<file path="config.mk">
export PLATFORM = sky130hd
export DESIGN_NAME = rxuart
export DESIGN_NICKNAME = d
export VERILOG_FILES = /design/src/rtl/rxuart.sv
export SDC_FILE = /design/constraint.sdc
export NUM_CORES = 1
export LEC_CHECK = 0
export CAP_MARGIN = 40
export CORE_MARGIN = 2
export CORE_UTILIZATION = 45
export CTS_BUF_LIST = sky130_fd_sc_hd__clkbuf_8
export DETAILED_ROUTE_END_ITERATION = 7
export HOLD_SLACK_MARGIN = 0.06
export PLACE_DENSITY_LB_ADDON = 0.05
export REMOVE_ABC_BUFFERS = 1
export SETUP_SLACK_MARGIN = 0.1
export SLEW_MARGIN = 20
export SYNTH_ARGS = -nofsm -noshare
export SYNTH_HDL_FRONTEND = slang
export SYNTH_SLANG_ARGS = --single-unit
</file>
<file path="constraint.sdc">
create_clock -name i_clk -period 1.89 [get_ports i_clk]
set_input_delay 0.567 -clock i_clk [delete_from_list [all_inputs] [get_ports i_clk]]
set_output_delay 0.567 -clock i_clk [all_outputs]
set_load 0.05 [all_outputs]
</file>
<file path="src/rtl/rxuart.sv">
// 8N1 UART receiver. Oversamples the asynchronous RX line with the system
// clock, samples the middle of each bit, assembles the byte LSB-first and
// presents it with a single-cycle write strobe (or a frame-error strobe).
`timescale 1ns/1ps
module rxuart #(
  parameter int CLOCKS_PER_BAUD = 139
) (
  input  logic       i_clk,
  input  logic       i_rst_n,
  input  logic       i_uart_rx,
  output logic [7:0] o_data,
  output logic       o_wr,
  output logic       o_frame_err,
  output logic       o_busy
);

  localparam int CNT_W = $clog2(CLOCKS_PER_BAUD);
  localparam logic [CNT_W-1:0] HALF_LOAD = CNT_W'(CLOCKS_PER_BAUD / 2 - 1);
  localparam logic [CNT_W-1:0] FULL_LOAD = CNT_W'(CLOCKS_PER_BAUD - 1);

  typedef enum logic [2:0] {
    WAIT_IDLE = 3'd0,
    IDLE      = 3'd1,
    START     = 3'd2,
    DATA      = 3'd3,
    STOP      = 3'd4
  } state_t;

  state_t           state;
  state_t           state_nxt;
  logic             rx_s1;
  logic             rx_s2;
  logic [1:0]       settle;
  logic [CNT_W-1:0] cnt;
  logic [2:0]       bit_idx;
  logic [7:0]       shift_reg;
  logic             cnt_zero;
  logic             load_half;
  logic             load_full;
  logic             shift_en;
  logic             clr_idx;
  logic             wr_nxt;
  logic             err_nxt;
  logic             busy;

  assign cnt_zero = (cnt == '0);
  assign o_busy   = busy;

  // Two-flop synchroniser plus a settle flag: the flops reset to 1, so the
  // first two post-reset values of rx_s2 do not reflect the real line and
  // must not release WAIT_IDLE while the line may still be low.
  always_ff @(posedge i_clk or negedge i_rst_n) begin
    if (!i_rst_n) begin
      rx_s1  <= 1'b1;
      rx_s2  <= 1'b1;
      settle <= 2'b00;
    end else begin
      rx_s1  <= i_uart_rx;
      rx_s2  <= rx_s1;
      settle <= {settle[0], 1'b1};
    end
  end

  // FSM state register.
  always_ff @(posedge i_clk or negedge i_rst_n) begin
    if (!i_rst_n) state <= WAIT_IDLE;
    else          state <= state_nxt;
  end

  // Next-state logic; every decision is taken on the synchronised line.
  always_comb begin
    state_nxt = state;
    case (state)
      WAIT_IDLE: if (settle[1] && rx_s2) state_nxt = IDLE;
      IDLE:      if (!rx_s2) state_nxt = START;
      START:     if (cnt_zero) state_nxt = rx_s2 ? IDLE : DATA;
      DATA:      if (cnt_zero && (bit_idx == 3'd7)) state_nxt = STOP;
      STOP:      if (cnt_zero) state_nxt = rx_s2 ? IDLE : WAIT_IDLE;
      default:   state_nxt = WAIT_IDLE;
    endcase
  end

  // Output / datapath-control decode per state.
  always_comb begin
    busy      = 1'b1;
    load_half = 1'b0;
    load_full = 1'b0;
    shift_en  = 1'b0;
    clr_idx   = 1'b0;
    wr_nxt    = 1'b0;
    err_nxt   = 1'b0;
    case (state)
      IDLE: begin
        busy      = 1'b0;
        load_half = !rx_s2;
      end
      START: begin
        if (cnt_zero && !rx_s2) begin
          load_full = 1'b1;
          clr_idx   = 1'b1;
        end
      end
      DATA: begin
        if (cnt_zero) begin
          shift_en  = 1'b1;
          load_full = 1'b1;
        end
      end
      STOP: begin
        if (cnt_zero) begin
          wr_nxt  = rx_s2;
          err_nxt = !rx_s2;
        end
      end
      default: ;
    endcase
  end

  // Bit-timing counter, bit index, registered strobes and output byte.
  always_ff @(posedge i_clk or negedge i_rst_n) begin
    if (!i_rst_n) begin
      cnt         <= '0;
      bit_idx     <= 3'd0;
      o_wr        <= 1'b0;
      o_frame_err <= 1'b0;
      o_data      <= 8'h00;
    end else begin
      if (load_half)      cnt <= HALF_LOAD;
      else if (load_full) cnt <= FULL_LOAD;
      else if (!cnt_zero) cnt <= cnt - CNT_W'(1);
      if (clr_idx)       bit_idx <= 3'd0;
      else if (shift_en) bit_idx <= bit_idx + 3'd1;
      o_wr        <= wr_nxt;
      o_frame_err <= err_nxt;
      if (wr_nxt) o_data <= shift_reg;
    end
  end

  // Receive shift register: LSB arrives first, so shift right from the MSB.
  always_ff @(posedge i_clk) begin
    if (shift_en) shift_reg <= {rx_s2, shift_reg[7:1]};
  end

endmodule

</file>
======== Word-level counts from Yosys, hierarchy flattened ========
Cells that the tools add are included.
storage, ports and cells
  register bits after elaboration ......... 36
  input bits .............................. 3
  output and inout port bits .............. 11
  logic and storage cells ................. 55
operators by class
  add/subtract/negate cells ............... 2
  equal/unequal tests ..................... 11
  multiplexer cells ....................... 24
  reductions and logical operators ........ 8
operator list
  cell                                                                      count
  8-bit 2-to-1 mux                                                          3
  3-bit 2-to-1 mux                                                          7
  3-bit one-hot mux with 5 select lines                                     1
  1-bit 2-to-1 mux                                                          11
  2-bit inequality test (second input constant)                             5
  8-bit zero test                                                           1
  8-bit by 1-bit subtractor with 8-bit output (second input constant)       1
  3-bit by 2-bit equality test with 1-bit output (second input constant)    2
  3-bit equality test (second input constant)                               2
  5-bit AND reduction                                                       1
  3-bit by 1-bit adder with 3-bit output (second input constant)            1
  3-bit by 1-bit equality test with 1-bit output (second input constant)    1
  1-bit logical AND                                                         3
  3-bit zero test                                                           1
  3-bit by 1-bit inequality test with 1-bit output (second input constant)  1
  2-bit 2-to-1 mux                                                          1
  1-bit one-hot mux with 2 select lines                                     1
  2-bit nonzero test                                                        1
  1-bit zero test                                                           1

======== Logic depth before layout (Yosys ltp) ========
  word-level depth ........................ 6
  depth in mapped cells ................... 7
  gate-level depth less buffers ........... 6

======== Worst setup path after synthesis ========
OpenSTA, ideal clock, no wires.
  path type ............................... register -> register
  start ................................... reg cnt[0]
  end ..................................... reg shift_reg[0], enable pin
  setup time .............................. 0.377 ns
  arrival time ............................ 1.547 ns
  data required time ...................... 1.513 ns
  setup slack ............................. -0.034 ns
  stages on the path, launching flop included .. 6
  buffers on the path ..................... 0
  period minus slack after synthesis ...... 1.924 ns
  cell sequence ........................... dfrtp_1 > inv_1 > ha_1 > nor4b_4 > nand3_2 > nor2_1
between the ends
  cells in the longest elaborated chain, start to end .. 3
RTL lines
  item                    line  RTL
  from (decl)             34    logic [CNT_W-1:0] cnt;
  from (signal assigned)  130   else if (!cnt_zero) cnt <= cnt - CNT_W'(1);
  8-bit zero test         46    assign cnt_zero = (cnt == '0);
  1-bit 2-to-1 mux        104   if (cnt_zero) begin
  1-bit 2-to-1 mux        92    case (state)
  via shift_en            40    logic shift_en;
  to (signal assigned)    141   if (shift_en) shift_reg <= {rx_s2, shift_reg[7:1]};
  to (decl)               36    logic [7:0] shift_reg;
The timed path passes the listed nets, and every way through them passes these cells.
A chain may end at the register's enable or synchronous reset.

======== Final worst setup path ========
  start ................................... reg cnt[0]
  end ..................................... reg bit_idx[0]
between the ends
  cells in the longest elaborated chain, start to end .. 5
  elaborated cells between the ends (all ways) .. 8
  classes of those cells .................. mux (5); reduce/logical (3)
RTL lines
  item                                                    line  RTL
  8-bit zero test (*)                                     46
  1-bit logical AND                                       98    if (cnt_zero && !rx_s2) begin
  1-bit 2-to-1 mux                                        98
  1-bit 2-to-1 mux                                        92
  3-bit 2-to-1 mux or 2-bit nonzero test (tied branches)  --
  to (signal assigned)                                    132   else if (shift_en) bit_idx <= bit_idx + 3'd1;
  to (decl)                                               35    logic [2:0] bit_idx;
Every way passes the cells marked *; elsewhere a longest branch is shown, timed or not.

==> results by group <==
Timing
  • Final setup fails: 0
  • Unrepaired setup endpoints after global routing: true
  • Fmax: about 0.55 GHz
  • Final hold viol count: 0
  • Setup TNS: 0 ns
  • Clock period minus worst slack: between 1.5 and 2 ns
  • Tcrit/Tclk final: 0.969
  • Slew Limit Fails: 0
  • Clock skew: just over 0.007 ns

Finish
  • Area grow syn2layout: 31.9%
  • Ant. Diodes: 0
  • Area taken by multi-input logic gates: 647 um2
  • FILL cells: slightly below 300
  • Finished Core Util: 0.616
  • Post-Layout Inst Area: 2040 um2
  • Layout Nets: 159
  • Share of layout cells above drive strength 1: 0.481
  • Layout Cells excl Fill: 200
  • Register area: 947 um2

Logic synthesis
  • Top cells by area, synth: dfrtp_1 42%, edfxtp_1 16%, mux2_2 6.5%
  • Most common flop cell mapped by yosys: dfrtp_1
  • Library cells used by synthesis: 40
  • Register area share after synthesis: 0.610
  • Async SR Flop Fraction: 0.778
  • Count leader, synth: dfrtp_1
  • Syn Std Cell Area: 1550 um2
  • Area leader, netlist: dfrtp_1
  • Seq cells post-synth: 36
  • Post-synth EDFFs: 8
  • Cell count after synthesis: 119
  • Post-Syn Area per Cell: 13.0 um2
  • Synth Warn #: 0
  • Post-synth top cells: 26 x dfrtp_1, 9 x mux2_2, 8 x edfxtp_1, 7 x nor2_1
  • Post-synth top area share: 0.420

Power and ir drop
  • Sw Pwr: about 0.77 mW
  • Clock power frac: 0.274
  • Register share of total power: 0.423
  • Total power: ~2.5 mW
  • Switching share of power: 0.304
  • Worst VDD drop: 522 uV
  • Pwr/cell area: around 1200 nW/um2
  • Int Power: 1.77 mW
  • Logic gate share of total power: 0.303
  • Leak pwr: 0.893 nW

Clocking
  • Root Buffer: clkbuf_8
  • CTS tree: built
  • Clk pin slew, worst setup/hold paths: 0.07 ns
  • CTS Sinks: 36
  • Clock Latency Late Sink: 0.29 ns
  • Clk buf depth: 2
  • Clock buffer count from CTS: 5
  • H-tree Lvls: 2
  • Hold-fix buffers, CTS: 0

Outcome
  • Outcome: finished, final reports clean

Worst setup path
  • CP Cell Sequence: inv_2, ha_4, nor4b_4, nand3_2, or3_4, mux2_4
  • Buf+Inv Stages, Crit Path: 1
  • Crit-path max cell delay: 0.42 ns
  • Crit path max-delay family: simple AND/OR/NAND/NOR gates
  • Setup crit start kind: flop
  • Slowest CP cell: or3_4
  • Worst R2R Setup Slack: 0.06 ns
  • CP Capture Type: flop
  • Kind of critical path: reg2reg
  • Crit-path max FO: 4
  • Required @ worst endpoint: 2.06 ns
  • CP arrival: 2.00 ns

Drt
  • Post-DR vias/cell: ~5.4
  • Vias post-DR: 1071
  • Post-route ant nets: 0
  • Remaining routing DRC violations: 0
  • WL/cell: 14.8 um
  • Routed Wire Length: roughly 3000 um
  • Initial DRC Count: 24
  • DRT Pass-1 Iters: 4

GRT
  • Largest net degree at the start of global routing: 29
  • First-pass GRT wire length: around 5000 um
  • All-Layer GR Usage: 0.169
  • Gr ovfl total: 0
  • Vias in the first global route: 1088
  • Initial antenna violation count: 0

Min path
  • Tightest Hold Check Type: reg2reg

Placement
  • Gpl congestion: 0.824
  • Detailed placement HPWL: 1870 um
  • Placed Instances: 184
  • I/O Buffers: 13
  • Placed Area: 1780 um2

Floorplan
  • Site row count: 21
  • Core area: 3310 um2
  • Die W: about 63 um
  • Die Height: 62.6 um
  • Die ar.: 3920 um2
  • Initial Utilization: 0.467
  • Top Ports: 14

Run
  • MaxCap Viol Count: 0
[kinds of logic after synthesis]
group / Yosys count / synth area share
adder cells (fa/ha/maj): 3 / 0.0243
buffers and inverters: 7 / 0.0202
AND/OR/NAND/NOR: 37 / 0.150
XOR/XNOR: 2 / 0.0113
flip-flops: 36 / 0.610
other: 1 / 0.00242
multiplexers: 11 / 0.0816
AO/OA/AOI/OAI: 22 / 0.101
[layout by cell type, fill, tap and decap left out, types with 2 or more instances in the layout]
cell type and n:
buf_4 26, dfrtp_1 23, mux2_2 9, edfxtp_1 8, nand2_1 6, nor2_1 6
o21ai_0 6, clkbuf_8 6, nand2b_1 3, dfrtp_2 3, nor3_2 2, inv_2 2
nor4_1 2, nor2b_1 2, a22o_2 2, or4_4 2, nor3_1 2, a21oi_1 2
o31ai_1 2, a21o_1 2, a21oi_2 2, xnor2_1 2, ha_1 2, clkdlybuf4s50_1 2
dfstp_2 2
[power groups by stage]
stage | clock (mW) | sequential (mW) | combinational (mW)
3_5_place_dp | 0 | 1.11 | 0.540
2_1_floorplan | 0 | 1.06 | 0.408
5_1_grt | 0.750 | 1.09 | 0.853
3_3_place_gp | 0 | 1.10 | 0.531
4_1_cts | 0.716 | 1.07 | 0.690
6_report | 0.695 | 1.07 | 0.768
[path summary, 6_finish.rpt]
path                                     start                endpoint  cells after the start
max                         cnt[0]$_DFFE_PN0P_  bit_idx[0]$_DFFE_PN0P_                      6
max reg2reg                 cnt[0]$_DFFE_PN0P_  bit_idx[0]$_DFFE_PN0P_                      6
min in group asynchronous              i_rst_n      cnt[6]$_DFFE_PN0P_                      2
min                        settle[0]$_DFF_PN0_     settle[1]$_DFF_PN0_                      0
max in group asynchronous              i_rst_n         rx_s2$_DFF_PN1_                      2
min reg2reg                settle[0]$_DFF_PN0_     settle[1]$_DFF_PN0_                      0
[routing by layer]
layer | wire, um | global-route usage | vias up
met5 | 0 | 0 | -
met4 | 34 | 0.0500 | 0
met3 | 111 | 0.0649 | 3
met2 | 1490 | 0.278 | 17
met1 | 1310 | 0.206 | 547
li1 | - | - | 504
[per-stage QoR]
stage	hold slack (ns)	setup slack (ns)
global route	0.361	-0.0153
global placement	0.336	0.0267
CTS	0.359	0.0680
floorplan	0.271	-0.0363
detailed placement	0.343	-0.0705
finish	0.356	0.0585
[area by class of cell]
type                       count  share of cell area
tap                           46              0.0282
inverter                       3             0.00552
clock inverter                 2              0.0166
sequential                    36               0.464
multi-input combinational     76               0.317
timing repair buffer          31               0.128
clock buffer                   6              0.0405
[what timing repair did]
action                     CTS  global route
setup endpoints to repair   17            26
setup buffers                6             1
pin swaps                    2             3
cloned                       0             1
gates resized for setup     12            13
Power figures use the tool's default switching activity.
